**config.mk**
```make
export PLATFORM = sky130hd
export DESIGN_NAME = div_iter
export DESIGN_NICKNAME = d
export VERILOG_FILES = /design/src/rtl/div_iter.sv
export SDC_FILE = /design/constraint.sdc
export NUM_CORES = 1
export LEC_CHECK = 0
export ABC_CLOCK_PERIOD_IN_PS = 6100
export CORE_ASPECT_RATIO = 1.4
export CORE_MARGIN = 4
export CORE_UTILIZATION = 58
export DETAILED_ROUTE_END_ITERATION = 12
export GPL_TIMING_DRIVEN = 0
export PLACE_DENSITY = 0.89
export SLEW_MARGIN = 20
export SYNTH_ARGS = -nofsm -noshare
export SYNTH_HDL_FRONTEND = slang
export SYNTH_SLANG_ARGS = --single-unit
```
**constraint.sdc**
```tcl
create_clock -name clk -period 6.1 [get_ports clk]
set_clock_uncertainty 0.15 [all_clocks]
set_input_delay 1.83 -clock clk [delete_from_list [all_inputs] [get_ports clk]]
set_output_delay 1.83 -clock clk [all_outputs]
set_load 0.005 [all_outputs]
```
**src/rtl/div_iter.sv**
```systemverilog
// Iterative restoring divider for DIV/DIVU: one quotient bit per clock, 32-cycle latency.
// Holds the execute stage via stall until {HI,LO} = {remainder, quotient} is ready.
module div_iter #(
    parameter int WIDTH = 32
) (
    input  logic               clk,
    input  logic               resetn,
    input  logic               start,
    input  logic               signed_div,
    input  logic               annul,
    input  logic [WIDTH-1:0]   opdata1,
    input  logic [WIDTH-1:0]   opdata2,
    output logic [2*WIDTH-1:0] result,
    output logic               ready,
    output logic               stall
);

    localparam int CW = $clog2(WIDTH);

    typedef enum logic [1:0] {
        S_IDLE    = 2'd0,
        S_DIVZERO = 2'd1,
        S_ON      = 2'd2,
        S_END     = 2'd3
    } state_t;

    state_t             r_state;
    state_t             w_state_nxt;
    logic [CW-1:0]      r_cnt;
    logic [WIDTH-1:0]   r_quo;
    logic [WIDTH-1:0]   r_rem;
    logic [WIDTH-1:0]   r_dsr;
    logic               r_neg_q;
    logic               r_neg_r;
    logic [2*WIDTH-1:0] r_result;
    logic               r_ready;

    logic               w_accept;
    logic               w_last;
    logic [WIDTH-1:0]   w_op1_abs;
    logic [WIDTH-1:0]   w_op2_abs;
    logic [WIDTH:0]     w_shift;
    logic [WIDTH:0]     w_diff;
    logic               w_ge;
    logic [WIDTH-1:0]   w_rem_nxt;
    logic [WIDTH-1:0]   w_quo_nxt;
    logic [WIDTH-1:0]   w_rem_fix;
    logic [WIDTH-1:0]   w_quo_fix;

    assign w_accept  = start && !annul;
    assign w_last    = (r_cnt == CW'(WIDTH - 1));
    assign w_op1_abs = (signed_div && opdata1[WIDTH-1]) ? (~opdata1 + 1'b1) : opdata1;
    assign w_op2_abs = (signed_div && opdata2[WIDTH-1]) ? (~opdata2 + 1'b1) : opdata2;

    // Borrow out of the (WIDTH+1)-bit subtract tells us whether the divisor fits.
    assign w_shift   = {r_rem, r_quo[WIDTH-1]};
    assign w_diff    = w_shift - {1'b0, r_dsr};
    assign w_ge      = ~w_diff[WIDTH];
    assign w_rem_nxt = w_ge ? w_diff[WIDTH-1:0] : w_shift[WIDTH-1:0];
    assign w_quo_nxt = {r_quo[WIDTH-2:0], w_ge};

    // Remainder follows the dividend sign; quotient is negative when signs differ.
    assign w_quo_fix = r_neg_q ? (~w_quo_nxt + 1'b1) : w_quo_nxt;
    assign w_rem_fix = r_neg_r ? (~w_rem_nxt + 1'b1) : w_rem_nxt;

    always_ff @(posedge clk or negedge resetn) begin
        if (!resetn) begin
            r_state <= S_IDLE;
        end else begin
            r_state <= w_state_nxt;
        end
    end

    always_comb begin
        w_state_nxt = r_state;
        case (r_state)
            S_IDLE: begin
                if (w_accept) begin
                    w_state_nxt = (opdata2 == '0) ? S_DIVZERO : S_ON;
                end
            end
            S_DIVZERO: begin
                w_state_nxt = annul ? S_IDLE : S_END;
            end
            S_ON: begin
                if (annul) begin
                    w_state_nxt = S_IDLE;
                end else if (w_last) begin
                    w_state_nxt = S_END;
                end
            end
            S_END: begin
                // Wait for the request to drop so a held start cannot retrigger.
                if (!start) begin
                    w_state_nxt = S_IDLE;
                end
            end
            default: w_state_nxt = S_IDLE;
        endcase
    end

    always_ff @(posedge clk or negedge resetn) begin
        if (!resetn) begin
            r_cnt    <= '0;
            r_quo    <= '0;
            r_rem    <= '0;
            r_dsr    <= '0;
            r_neg_q  <= 1'b0;
            r_neg_r  <= 1'b0;
            r_result <= '0;
            r_ready  <= 1'b0;
        end else begin
            r_ready <= (w_state_nxt == S_END);
            case (r_state)
                S_IDLE: begin
                    if (w_accept && (opdata2 != '0)) begin
                        r_cnt   <= '0;
                        r_quo   <= w_op1_abs;
                        r_rem   <= '0;
                        r_dsr   <= w_op2_abs;
                        r_neg_q <= signed_div && (opdata1[WIDTH-1] ^ opdata2[WIDTH-1]);
                        r_neg_r <= signed_div && opdata1[WIDTH-1];
                    end
                end
                S_DIVZERO: begin
                    if (!annul) begin
                        r_result <= '0;
                    end
                end
                S_ON: begin
                    if (!annul) begin
                        r_cnt <= r_cnt + 1'b1;
                        r_quo <= w_quo_nxt;
                        r_rem <= w_rem_nxt;
                        if (w_last) begin
                            r_result <= {w_rem_fix, w_quo_fix};
                        end
                    end
                end
                default: ;
            endcase
        end
    end

    assign result = r_result;
    assign ready  = r_ready;
    assign stall  = start && !r_ready;

endmodule
```
# --- Word level (Yosys, flattened, before mapping) ---
# Index checks and enable logic that the tools add are counted.
classes:
  n_reduce_logical: 16
  addsub: 6
  n_mux: 25
  n_eq_ne: 9
  bitwise_logic: 6
op_table:
  columns: ["operator", "n"]
  rows:
  - ["32-bit two-way mux", 9]
  - ["64-bit two-way mux", 3]
  - ["32-bit by 1-bit adder with 32-bit output, second input constant", 4]
  - ["32-bit inverter", 4]
  - ["32-bit case mux with 2 select lines", 2]
  - ["64-bit case mux with 2 select lines", 1]
  - ["33-bit by 32-bit subtractor with 33-bit output", 1]
  - ["32-bit logical NOT", 1]
  - ["32-bit nonzero test", 1]
  - ["2-bit two-way mux", 6]
  - ["5-bit two-way mux", 2]
  - ["5-bit case mux with 2 select lines", 1]
  - ["2-bit != test, second input constant", 4]
  - ["2-bit case mux with 4 select lines", 1]
  - ["2-bit == test, second input constant", 3]
  - ["1-bit logical AND", 6]
  - ["5-bit by 1-bit adder with 5-bit output, second input constant", 1]
  - ["5-bit == test, second input constant", 1]
  - ["4-bit AND reduction", 1]
  - ["2-bit nonzero test", 2]
  - ["3-bit AND reduction", 1]
  - ["2-bit by 1-bit == test with 1-bit output, second input constant", 1]
  - ["1-bit logical NOT", 2]
  - ["2-bit logical NOT", 1]
  - ["3 further kinds", 3]
word_totals:
  elab_cells: 71
  register_bits: 170
  inputBits: 69
  output_inout_bits: 66

# --- Logic depth before layout (Yosys ltp) ---
logic_depth:
  ltp_word: 8
  mapped_depth: 25
  depth_no_buf: 23

# --- Least setup slack after synthesis ---
# No wires, ideal clock.
synth_path:
  path_type: "reg-to-reg"
  from: "register r_quo[31]"
  to: "register r_result[26] (netlist: result[26])"
  path_stages_with_launch: 26
  setup_slack_ps: 992
  arrival_ps: 4825
  setup_ps: 133
  synth_period_minus_slack_ps: 5108
  n_path_buf: 3
  cell_sequence: "dfrtp_1 inv_1 ha_1 inv_1 fa_1 a211oi_2 o21a_4 a211oi_4 o211ai_2 a31o_4 nand2_8 inv_4 buf_2 buf_2 buf_1 ha_1 nand2_1 or3_1 or3_1 nand2b_1 inv_1 nand2_1 or2_2 o31ai_1 xor2_1 o21ai_0"
synth_via:
  elab_chain_cells: 8
synth_rtl:
  columns: ["element", "line_no", "text"]
  rows:
  - ["start, declared", "30", "logic [WIDTH-1:0] r_quo;"]
  - ["start signal, assigned", "118", "r_quo <= w_op1_abs;"]
  - ["start signal, assigned", "133", "r_quo <= w_quo_nxt;"]
  - ["33-bit by 32-bit subtractor with 33-bit output", "57", "assign w_diff = w_shift - {1'b0, r_dsr};"]
  - ["1-bit inverter", "58", "assign w_ge = ~w_diff[WIDTH];"]
  - ["32-bit inverter", "63", "assign w_quo_fix = r_neg_q ? (~w_quo_nxt + 1'b1) : w_quo_nxt;"]
  - ["32-bit by 1-bit adder with 32-bit output", "63", null]
  - ["32-bit two-way mux", "63", null]
  - ["64-bit two-way mux", "135", "if (w_last) begin"]
  - ["64-bit two-way mux", "131", "if (!annul) begin"]
  - ["64-bit case mux with 2 select lines", "114", "case (r_state)"]
  - ["end signal, assigned", "136", "r_result <= {w_rem_fix, w_quo_fix};"]
  - ["end, declared", "35", "logic [2*WIDTH-1:0] r_result;"]
# Every way passes these cells. The select of a mux whose other input is x is not followed.
# A chain may end at the register's enable or synchronous reset.

# --- Worst setup path in the final report ---
layout_path:
  from: "register r_quo[31]"
  to: "register r_result[58] (netlist: result[58])"
layout_via:
  elab_chain_cells: 8
layout_rtl:
  columns: ["element", "line_no", "text"]
  rows:
  - ["33-bit by 32-bit subtractor with 33-bit output", "57", null]
  - ["32-bit two-way mux *", "59", "assign w_rem_nxt = w_ge ? w_diff[WIDTH-1:0] : w_shift[WIDTH-1:0];"]
  - ["32-bit inverter", "64", "assign w_rem_fix = r_neg_r ? (~w_rem_nxt + 1'b1) : w_rem_nxt;"]
  - ["32-bit by 1-bit adder with 32-bit output", "64", null]
  - ["32-bit two-way mux *", "64", null]
  - ["64-bit two-way mux *", "135", null]
  - ["64-bit two-way mux *", "131", null]
  - ["64-bit case mux with 2 select lines *", "114", null]
# Every way passes the cells marked *; elsewhere a longest branch is shown, timed or not. The select of a mux whose other input is x is not followed.

==> impl_metrics.tcl <==
set metrics [dict create \
    outcome "completed" \
    r2r_slack_ns 0.18 \
    die_w_um 129 \
    grt_pass1_wl_um 59700 \
    drc_errors 0 \
    holdPathStages 2 \
    max_freq_mhz 169 \
    clockRootBuffer "clkbuf_16" \
    synth_cell_types 82 \
    cts.sinks 170 \
    first_iter_violations 1205 \
    grt_usage_pct 33.1 \
    clk_latency_ns 0.45 \
    cap_violations 0 \
    worstReg2RegStart "r_quo[31]" \
    p_per_area_mw_per_mm2 254 \
    coreArea_mm2 0.0201 \
    numCtsBuffers 17 \
    start_util_pct 59.5 \
    rows 61 \
    synth_area_leader_cell "dfrtp_1" \
    ios 135 \
    syn-num-nets 1564 \
    die_h_um 178 \
    grt-ovfl-total 0 \
    synth_warnings 0 \
    hp-class "flop to flop" \
    ys_seq_area_share_pct 35.6 \
    crit_type "flop to flop" \
    r2r_end "result[58]" \
    drtPass1Iterations 9 \
    fillCellCount 1589 \
    reg2regPathDepth 25 \
    fin_util_pct 71.3 \
    drive_gt1_share_pct 5.85 \
    routedWlPerCell_um 20.2 \
    crit_path_end_kind "flop" \
    ir_drop_uv 236 \
    gp_congestion 0.982 \
    routed_wl_um 38000 \
    portBuffers 134 \
    diodes 0 \
    ys_top_cells_by_area "dfrtp_1, o21ai_0, nand2_1" \
    cts_tree "yes" \
    fin_nets 1719 \
    critPathMaxFanout 10 \
    htree_levels 4 \
    cellLeakagePower_nw 5.88 \
    required_ns 6.25 \
    netlist_area_mm2 0.0119 \
    vias 11900 \
    finalCriticalPeriod_ns 5.92 \
    die_area_mm2 0.0230 \
    grt_antenna_before_repair 0 \
    min-delay-start "result[16]" \
    area_delta_synth_final_pct 19.9 \
    synthTopCellsByCount "nand2_1, o21ai_0, dfrtp_1, nor2_1, a21oi_1" \
    synth_most_common_cell "nand2_1" \
    synthArstFlopShare_pct 100 \
    synth_cells 1456 \
    rsz0062_at_grt "yes" \
    fin_tns_setup_ns 0 \
    setup_viol 0 \
    ys.flop_type "dfrtp_1" \
    clk_pin_slew_worst_paths_ns 0.07 \
    ys_ff_latch 170 \
    viasPerCell 6.35 \
    hold_viol_final 0 \
    arrival_ns 6.07 \
    antenna_left 0 \
    multiInputGateArea_mm2 0.00721 \
    clockBufferDepth 2 \
    power_mw 3.63 \
    seqCellArea_mm2 0.00425 \
    drv_slew 0 \
    period_share_pct 97.1 \
    cts_hold_buf 0 \
    grt_max_degree 88 \
    relSlewSlack_pct 41.5 \
    worst_pin_slew_ns 0.870 \
    synth_enable_flop_cells 0 \
    worstSetupStartpointType "flop" \
    synth.avg_cell_area_um2 8.20 \
    crit_path_start "r_quo[31]" \
    synth_top_area_share_pct 35.6 \
    dp_hpwl_um 30000 \
    hold_end "result[16]" \
    grt_pass1_vias 11700 \
]
[placed cells by master (no fill, tap or decap), drive strengths merged, types with 6 or more instances in the layout]
cell	count
xor2	60
a21oi	84
and3	12
and2	6
mux2i	19
clkbuf	73
xnor2	79
a31oi	15
a22oi	9
o31ai	19
nor3	32
or3	18
clkdlybuf4s50	133
o211ai	8
nor2b	6
nand4	18
nand3	47
or4	9
o21ai	205
buf	26
dfrtp	170
o41ai	11
clkinv	6
nand2b	15
o31a	8
o21a	10
a221o	23
ha	38
nor2	101
nand2	195
inv	66
nor4	21
a21o	6
or2	8
[worst max-delay path: stages (launching register included)]
cell and delay [ns]:
dfrtp_1 0.42, inv_1 0.07, ha_1 0.16, inv_1 0.07
fa_1 0.44, a211oi_4 0.29, o21a_4 0.23, a211oi_4 0.11
o211ai_4 0.26, a31o_4 0.26, nand2_8 0.08, inv_4 0.09
clkbuf_4 0.21, buf_4 0.22, nor2_1 0.07, a21oi_2 0.16
ha_2 0.25, nand2_1 0.09, nor3_2 0.20, or4b_4 0.53
a211oi_1 0.26, a31oi_1 0.16, nor4b_2 0.42, a31oi_1 0.19
xor2_1 0.23, o21ai_0 0.12
[cell families (layout without fill, tap and decap cells)]
| kind of cell | count (synthesis) | count (layout) | share of synthesized area, % |
|---|---|---|---|
| DFF | 170 | 170 | 35.6 |
| xor gates and xnor gates | 139 | 139 | 10.2 |
| and+or+nand+nor | 507 | 507 | 20.3 |
| buffers and inverters | 136 | 304 | 4.52 |
| AOI/OAI and AO/OA | 445 | 445 | 23.5 |
| muxes | 20 | 20 | 1.69 |
| adders and majority gates | 39 | 39 | 4.15 |
[layer usage]
metal	track usage, %	vias to the layer above	wire, um
met5	0	-	0
met4	20.7	0	2520
met3	6.08	165	2790
met2	58.7	572	19200
met1	36.0	5629	13500
li1	-	5543	-
[where the power goes]
group	internal, mW	switching [mW]	leakage (nW)	total [mW]
sequential	1.23	0.109	2.27	1.34
clock	0.553	0.548	0.292	1.10
combinational	0.460	0.731	3.32	1.19
[worst max path at each step]
stage	end	slack, ns	cells after the start
finish	result[58]	0.18	25
global route	result[58]	-0.03	24
CTS	result[58]	-0.04	25
detailed placement	result[58]	-0.41	25
global placement	r_dsr[1]	-3.66	1
floorplan	result[26]	0.99	25
[sequential cells by signal, summed over array words and instances, names as in the netlist]
name / cells
r_dsr: 32
r_rem: 32
r_state: 2
r_cnt: 5
r_neg_q: 1
r_neg_r: 1
ready: 1
r_quo: 32
result: 64
[timing repair]
action	4_1_cts	5_1_grt
buffers inserted	0	2
cloned	0	0
resized for setup	3	14
pin swaps	0	4
setup endpoints to repair	6	21
[stage by stage]
step / area, um^2 / hold WS, ns / worst slack [ns] / std cells
finish: 14300 / 0.330 / 0.180 / 1876
detailed placement: 13600 / 0.319 / -0.411 / 1843
global placement: 13600 / 0.311 / -3.66 / 1842
CTS: 14200 / 0.336 / -0.0387 / 1874
floorplan: 11900 / 0.304 / 0.992 / 1456
global route: 14300 / 0.349 / -0.0338 / 1876
[final cells by class]
class                   instances  share of cell area, %
multi-input cells            1150                   50.3
flip-flops and latches        170                   29.7
repair buffers                137                   9.70
clock buffers                  17                   2.97
plain buffers                  78                   2.35
well taps                     252                   2.20
inverters                      57                   1.51
clock inverters                15                   1.19
Note: power is estimated with default switching activity, not from simulation.
